`src/rtl/genius_game_ctrl_if.sv`:
```
// Player/ROM/lamp signal bundle for the Genius game sequencer.
// The controller takes the slave modport; the surrounding system takes the master.
interface genius_game_ctrl_if #(
  parameter int unsigned SIZE = 4
);
  logic            start;
  logic [SIZE-1:0] level;
  logic            btn_valid;
  logic [1:0]      btn_color;
  logic [1:0]      seq_color;
  logic [SIZE-1:0] seq_addr;
  logic            led_on;
  logic [1:0]      led_color;
  logic [SIZE-1:0] round;
  logic            expect_in;
  logic            busy;
  logic            win;
  logic            lose;

  modport master (
    output start, level, btn_valid, btn_color, seq_color,
    input  seq_addr, led_on, led_color, round, expect_in, busy, win, lose
  );

  modport slave (
    input  start, level, btn_valid, btn_color, seq_color,
    output seq_addr, led_on, led_color, round, expect_in, busy, win, lose
  );
endinterface

```
`src/rtl/genius_game_ctrl.sv`:
```
// Genius (Simon) sequencer: replays the colour sequence of the current round,
// then checks player presses against it, ending in a sticky win or lose.
module genius_game_ctrl #(
  parameter int unsigned SIZE      = 4,
  parameter int unsigned ON_TICKS  = 8,
  parameter int unsigned OFF_TICKS = 4,
  parameter int unsigned TIMEOUT   = 64,
  parameter int unsigned TMR_W     = 8
) (
  input logic               clk,
  input logic               R,
  genius_game_ctrl_if.slave bus
);

  localparam logic [TMR_W-1:0] ON_LAST  = TMR_W'(ON_TICKS - 1);
  localparam logic [TMR_W-1:0] OFF_LAST = TMR_W'(OFF_TICKS - 1);
  localparam logic [TMR_W-1:0] TO_LAST  = TMR_W'(TIMEOUT - 1);

  typedef enum logic [2:0] {
    IDLE, PAUSE, SHOW_ON, SHOW_OFF, WAIT_IN, WIN, LOSE
  } state_t;

  state_t            state, state_n;
  logic [SIZE-1:0]   round_q, round_n;
  logic [SIZE-1:0]   idx, idx_n;
  logic [SIZE-1:0]   level_q, level_n;
  logic [TMR_W-1:0]  timer, timer_n;
  logic              led_on, expect_in, busy, win, lose;

  // Next-state, counters and timer
  always_comb begin
    state_n = state;
    round_n = round_q;
    idx_n   = idx;
    level_n = level_q;
    timer_n = timer;
    case (state)
      IDLE, WIN, LOSE: begin
        if (bus.start) begin
          state_n = PAUSE;
          round_n = '0;
          idx_n   = '0;
          timer_n = '0;
          level_n = bus.level;
        end
      end
      PAUSE: begin
        if (timer == OFF_LAST) begin
          timer_n = '0;
          idx_n   = '0;
          state_n = SHOW_ON;
        end else begin
          timer_n = timer + TMR_W'(1);
        end
      end
      SHOW_ON: begin
        if (timer == ON_LAST) begin
          timer_n = '0;
          state_n = SHOW_OFF;
        end else begin
          timer_n = timer + TMR_W'(1);
        end
      end
      SHOW_OFF: begin
        if (timer == OFF_LAST) begin
          timer_n = '0;
          if (idx == round_q) begin
            idx_n   = '0;
            state_n = WAIT_IN;
          end else begin
            idx_n   = idx + SIZE'(1);
            state_n = SHOW_ON;
          end
        end else begin
          timer_n = timer + TMR_W'(1);
        end
      end
      WAIT_IN: begin
        // A press on the final timeout cycle is evaluated ahead of the timeout
        if (bus.btn_valid) begin
          timer_n = '0;
          if (bus.btn_color != bus.seq_color) begin
            state_n = LOSE;
          end else if (idx != round_q) begin
            idx_n = idx + SIZE'(1);
          end else if (round_q == level_q) begin
            state_n = WIN;
          end else begin
            round_n = round_q + SIZE'(1);
            idx_n   = '0;
            state_n = PAUSE;
          end
        end else if (timer == TO_LAST) begin
          timer_n = '0;
          state_n = LOSE;
        end else begin
          timer_n = timer + TMR_W'(1);
        end
      end
      default: state_n = IDLE;
    endcase
  end

  // State and registered outputs, decoded from the next state
  always_ff @(posedge clk) begin
    if (R) begin
      state     <= IDLE;
      round_q   <= '0;
      idx       <= '0;
      level_q   <= '0;
      timer     <= '0;
      led_on    <= 1'b0;
      expect_in <= 1'b0;
      busy      <= 1'b0;
      win       <= 1'b0;
      lose      <= 1'b0;
    end else begin
      state     <= state_n;
      round_q   <= round_n;
      idx       <= idx_n;
      level_q   <= level_n;
      timer     <= timer_n;
      led_on    <= (state_n == SHOW_ON);
      expect_in <= (state_n == WAIT_IN);
      busy      <= !(state_n inside {IDLE, WIN, LOSE});
      win       <= (state_n == WIN);
      lose      <= (state_n == LOSE);
    end
  end

  assign bus.seq_addr  = idx;
  assign bus.round     = round_q;
  assign bus.led_on    = led_on;
  assign bus.expect_in = expect_in;
  assign bus.busy      = busy;
  assign bus.win       = win;
  assign bus.lose      = lose;
  assign bus.led_color = led_on ? bus.seq_color : 2'b00;

endmodule

```
`src/flat_wrapper.sv`:
```
// flat-port wrapper written by rule: the top's interface ports become plain ports
module genius_game_ctrl_flat 
#(
  parameter int unsigned SIZE      = 4,
  parameter int unsigned ON_TICKS  = 8,
  parameter int unsigned OFF_TICKS = 4,
  parameter int unsigned TIMEOUT   = 64,
  parameter int unsigned TMR_W     = 8
)
  (clk, R, bus_start, bus_level, bus_btn_valid, bus_btn_color, bus_seq_color, bus_seq_addr, bus_led_on, bus_led_color, bus_round, bus_expect_in, bus_busy, bus_win, bus_lose);
  genius_game_ctrl_if #(.SIZE(SIZE)) bus_i ();
  input logic clk;
  input logic R;
  input wire logic [$bits(bus_i.start)-1:0] bus_start;
  input wire logic [$bits(bus_i.level)-1:0] bus_level;
  input wire logic [$bits(bus_i.btn_valid)-1:0] bus_btn_valid;
  input wire logic [$bits(bus_i.btn_color)-1:0] bus_btn_color;
  input wire logic [$bits(bus_i.seq_color)-1:0] bus_seq_color;
  output wire logic [$bits(bus_i.seq_addr)-1:0] bus_seq_addr;
  output wire logic [$bits(bus_i.led_on)-1:0] bus_led_on;
  output wire logic [$bits(bus_i.led_color)-1:0] bus_led_color;
  output wire logic [$bits(bus_i.round)-1:0] bus_round;
  output wire logic [$bits(bus_i.expect_in)-1:0] bus_expect_in;
  output wire logic [$bits(bus_i.busy)-1:0] bus_busy;
  output wire logic [$bits(bus_i.win)-1:0] bus_win;
  output wire logic [$bits(bus_i.lose)-1:0] bus_lose;
  assign bus_i.start = bus_start;
  assign bus_i.level = bus_level;
  assign bus_i.btn_valid = bus_btn_valid;
  assign bus_i.btn_color = bus_btn_color;
  assign bus_i.seq_color = bus_seq_color;
  assign bus_seq_addr = bus_i.seq_addr;
  assign bus_led_on = bus_i.led_on;
  assign bus_led_color = bus_i.led_color;
  assign bus_round = bus_i.round;
  assign bus_expect_in = bus_i.expect_in;
  assign bus_busy = bus_i.busy;
  assign bus_win = bus_i.win;
  assign bus_lose = bus_i.lose;
  genius_game_ctrl #(.SIZE(SIZE), .ON_TICKS(ON_TICKS), .OFF_TICKS(OFF_TICKS), .TIMEOUT(TIMEOUT), .TMR_W(TMR_W)) u_core (.clk(clk), .R(R), .bus(bus_i));
endmodule
```
`config.mk`:
```
export PLATFORM = sky130hd
export DESIGN_NAME = genius_game_ctrl_flat
export DESIGN_NICKNAME = d
export VERILOG_FILES = /design/src/rtl/genius_game_ctrl_if.sv /design/src/rtl/genius_game_ctrl.sv /design/src/flat_wrapper.sv
export SDC_FILE = /design/constraint.sdc
export NUM_CORES = 1
export LEC_CHECK = 0
export CORE_ASPECT_RATIO = 0.6
export CORE_MARGIN = 5
export CORE_UTILIZATION = 57
export DETAILED_ROUTE_END_ITERATION = 8
export HOLD_SLACK_MARGIN = 0.08
export PLACE_DENSITY = 0.92
export RECOVER_POWER = 50
export SETUP_SLACK_MARGIN = 0.5
export SYNTH_ARGS = -nofsm -noshare
export SYNTH_HDL_FRONTEND = slang
export SYNTH_SLANG_ARGS = --single-unit
```
`constraint.sdc`:
```
create_clock -name clk -period 4.1 [get_ports clk]
set_input_delay 0.82 -clock clk [delete_from_list [all_inputs] [get_ports clk]]
set_output_delay 0.82 -clock clk [all_outputs]
set_load 0.05 [all_outputs]
```
Word level (Yosys, flattened, before mapping)
Index checks and enable logic that the tools add are counted.
{"block": "classes", "reduce_logical": 13, "n_eq_ne": 25, "addsub": 3, "n_mux": 32}
{"cell": "$mux W4", "n": 12}
{"cell": "$mux W8", "n": 5}
{"cell": "$pmux W8 S4", "n": 1}
{"cell": "$mux W3", "n": 10}
{"cell": "$eq A3 B3 Y1 const B", "n": 6}
{"cell": "$pmux W4 S4", "n": 1}
{"cell": "$pmux W3 S5", "n": 1}
{"cell": "$ne A2 B2 Y1 const B", "n": 5}
{"cell": "$eq A3 B2 Y1 const B", "n": 3}
{"cell": "$add A4 B1 Y4 const B", "n": 2}
{"cell": "$add A8 B1 Y8 const B", "n": 1}
{"cell": "$eq A4 B4 Y1", "n": 2}
{"cell": "$eq A8 B2 Y1 const B", "n": 1}
{"cell": "$eq A8 B3 Y1 const B", "n": 1}
{"cell": "$eq A8 B6 Y1 const B", "n": 1}
{"cell": "$pmux W4 S2", "n": 1}
{"cell": "$reduce_bool A4 Y1", "n": 2}
{"cell": "$reduce_and A7 Y1", "n": 1}
{"cell": "$logic_not A3 Y1", "n": 2}
{"cell": "$reduce_and A6 Y1", "n": 1}
{"cell": "$ne A2 B1 Y1 const B", "n": 2}
{"cell": "$ne A4 B4 Y1", "n": 1}
{"cell": "$reduce_and A2 Y1", "n": 2}
{"cell": "$eq A3 B1 Y1 const B", "n": 1}
{"cell": "other kinds (8)", "n": 8}
{"block": "totals", "wordCells": 83, "ff_bits": 28, "inputBits": 12}

Depth between registers and ports, before layout
{"block": "depth", "ltp_word": 9, "ltp_mapped": 9}

Worst setup path after synthesis
No wires, ideal clock.
{"block": "synth_path", "path_kind": "reg2reg", "from": "reg u_core.state[2]", "to": "reg u_core.idx[3], in the netlist u_core.bus.seq_addr[3]", "synth_period_minus_slack_ns": 2.711, "slack_ns": 1.389, "t_required_ns": 4.030, "t_arrival_ns": 2.642, "setup_ns": 0.070, "n_path_buf": 1, "path_stages_with_launch": 10, "path_cell_list": "dfxtp_1 -> buf_2 -> inv_1 -> fa_1 -> inv_1 -> a211o_1 -> a211o_1 -> or3_4 -> or4_1 -> a21oi_1"}
{"block": "synth_via", "elab_chain_cells": 4}
{"item": "start, declared", "line": "genius_game_ctrl.sv:23", "text": "state_t state, state_n;"}
{"item": "start signal, assigned", "line": "genius_game_ctrl.sv:118", "text": "state <= state_n;"}
{"item": "$eq A3 B3 Y1 or $logic_not A3 Y1 (tied branches)", "line": "genius_game_ctrl.sv:37", "text": "case (state)"}
{"item": "$reduce_or A3 Y1", "line": "genius_game_ctrl.sv:37"}
{"item": "$reduce_bool A4 Y1 (no line) or $ne A2 B2 Y1 (tied branches)"}
{"item": "$reduce_and A7 Y1 (no line)"}
{"item": "end signal, assigned", "line": "genius_game_ctrl.sv:120", "text": "idx <= idx_n;"}
{"item": "end, declared", "line": "genius_game_ctrl.sv:25", "text": "logic [SIZE-1:0] idx, idx_n;"}
Parallel ways exist; a longest one is shown, timed or not.
A chain may end at the register's enable or synchronous reset.

Worst setup path in the final report
Same ends and word-level chain as after synthesis.

==> metrics.txt <==
Worst Setup Path Type=reg -> reg; Mapped Area=1695 um^2; fin cells=around 270; core area=approximately 2900 um^2; ys flop type=dfxtp_1; diode count=0; CTS Buf Count=3; number of remaining DRC errors=0; vias per cell=roughly 6; Max Clk Rate=around 320 MHz; die footprint=about 4200 um^2; clock-pin transition on the worst setup and hold timing paths=approximately 0.09 ns; worst rel slew slack=0.5032; cell taking the most area after synthesis=dfxtp_1; PortBufs=26; CTS tree=built; synth unique cells=~50; GP Congestion=about 0.9; Final min period=3.122 ns; largest net degree at the start of global routing=21; final setup violation count=0; first-pass GRT wire length=around 6900 um; Gate power share=0.156; synth top area cells=dfxtp_1, xnor2_1, a21oi_1, nand2_1, nor2_1; Setup crit start kind=flop; crit path cell chain=inv_1 > fa_1 > inv_1 > a211o_1 > a211o_1 > or3_4 > or4_1 > a21oi_1; initial antenna violation count=0; Ports=27; num rows=15; Clock Tree Buf Depth=2; clock sinks=28; share of cells above drive strength 1=0.05240; iteration count of the initial detailed-routing pass=5; H-tree depth=1; Post-Synthesis Net Count=226; total wire length=between 4000 and 5000 um; Worst R2R Setup Slack=~1 ns; switching power=around 0.00014 W; max cap viols=0; die width=a little over 80 um; Setup TNS Final=0 ns; CTS Hold Bufs=0; height of the die=around 52 um; CTS Root Buffer Type=clkbuf_8; Final #Nets=246; status=completed; warnings from Yosys=0; post-synth top area share=0.3306; Tot Pwr=roughly 0.00054 W; initial drt markers=roughly 250; synth-to-layout area growth=18.38%; unrepaired setup endpoints after global routing=no; HPWL after DPL=about 3000 um; Worst-Margin Slew=about 0.74 ns; Skew-Pair Late Insertion Delay=~0.27 ns; clk_skew=around 0.0021 ns; crit share post-route=0.7614; Cell Int Power=about 0.0004 W; Final ANT Viol Nets=0; Req. time, crit path=4.29 ns; FF+latch count, synth=28; final core utilization=0.7035; Seq/Total Area, Yosys=0.3306; Post-CTS Resized=0; Final Max Slew Viols=0; Initial Utilization=0.5943; switch share=0.2612; Synth Instances=between 200 and 250; Reg power frac=0.529; setup bufs post-CTS=0; maximum vdd drop=approximately 0.00019 V; Mean Syn Cell Area=between 8 and 9 um^2; clock network power share=0.316; Placed Cells=about 270; Hold Path Class=reg -> reg; Crit-path slowest cell=dfxtp_1; nature of the critical path endpoint=flop; pwr dens=about 270 nW/um^2; hold slack final=0.4818 ns; Leak=0.7432 nW; async set or reset register ratio after synthesis=0; vias in the first global route=1,456; maximum fanout along the worst path=12; vias=1,640; CP peak stage delay=about 0.56 ns; gr ovfl total=0; routed length per instance=approximately 15 um; GRT Resource Usage Total=0.2117; Final Hold Vio Count=0; Post-synth EDFFs=0; arrival time worst endpoint=3.31 ns
-- synth_stat cells (all sizes together) (2+ instances only) --
master,count
dfxtp,28
nand2,23
a21oi,18
nor2,18
xnor2,14
inv,9
nor3,9
buf,8
o21ai,8
nand3,5
nor2b,5
and2,4
clkbuf,4
nand4,4
xor2,4
a211oi,3
a21o,3
ha,3
nor4,3
a211o,2
a31oi,2
a41oi,2
mux2i,2
nand3b,2
nor3b,2
o22ai,2
or3,2
or3b,2
-- sequential cells by signal, summed over array words and instances, names as in the netlist --
signal and flops:
u_core.bus.busy 1, u_core.bus.expect_in 1, u_core.bus.led_on 1, u_core.bus.lose 1, u_core.bus.round 4, u_core.bus.seq_addr 4, u_core.bus.win 1, u_core.level_q 4
u_core.state 3, u_core.timer 8
-- layout by cell type, fill, tap and decap left out, types with 4 or more instances in the layout --
cell and count:
nor2_1 18, clkdlybuf4s50_1 13, clkbuf_8 4, o21ai_0 8, xor2_1 4, dfxtp_1 28
dlygate4sd3_1 13, inv_1 9, xnor2_1 14, nand4_1 4, a21oi_1 18, nor2b_1 5
nand2_1 23, nand3_1 5, nor3_1 8
-- power by group through the flow --
stage / Combinational (W) / Sequential, W / Clock, W
2_1_floorplan: 0.0000594 / 0.000292 / 0
3_3_place_gp: 0.0000815 / 0.000293 / 0
3_5_place_dp: 0.0000840 / 0.000293 / 0
4_1_cts: 0.0000851 / 0.000287 / 0.000175
5_1_grt: 0.0000943 / 0.000288 / 0.000186
6_report: 0.0000844 / 0.000287 / 0.000172
-- worst max-delay path, delay by kind of cell, from the launching register on --
family                   cells  cell delay, ns
flip-flops                   1            0.56
AND/OR/NAND/NOR              2            0.87
AO/OA/AOI/OAI                3            0.77
buffers and inverters        2            0.29
adder cells (fa/ha/maj)      1            0.54
-- kinds of logic after synthesis --
group	Yosys count	synth area share
flip-flops	28	0.3306
XOR/XNOR	18	0.09299
buffers and inverters	21	0.05534
AO/OA/AOI/OAI	51	0.1985
adder cells (fa/ha/maj)	4	0.03395
AND/OR/NAND/NOR	85	0.2701
multiplexers	3	0.01845
-- metrics by stage --
stage               setup WS (ns)  area [um^2]
global route               0.8548         2007
CTS                         1.020         2011
detailed placement         0.8365         1956
finish                     0.9784         2007
floorplan                   1.389         1695
global placement           0.9339         1956
-- worst paths after layout --
kind,startpoint,end,cells after the start
setup / recovery,u_core.state[2],u_core.bus.seq_addr[3],8
hold / removal,u_core.level_q[1],u_core.level_q[1],2
setup reg to reg,u_core.state[2],u_core.bus.seq_addr[3],8
hold reg to reg,u_core.level_q[1],u_core.level_q[1],2
-- layer usage --
layer,global-route usage,share of wire
met3,0.05842,0.11
met1,0.3046,0.47
met5,0,0
met4,0.06180,0.0034
met2,0.3063,0.42
-- final cells by class --
type	count	area, um^2
clock buffer	4	55.05
fill	234	845.8
inverter	9	33.78
multi-input combinational	161	1041
sequential	28	560.5
tap	42	52.55
timing repair buffer	27	264.0
(Power assumes the default switching activity.)
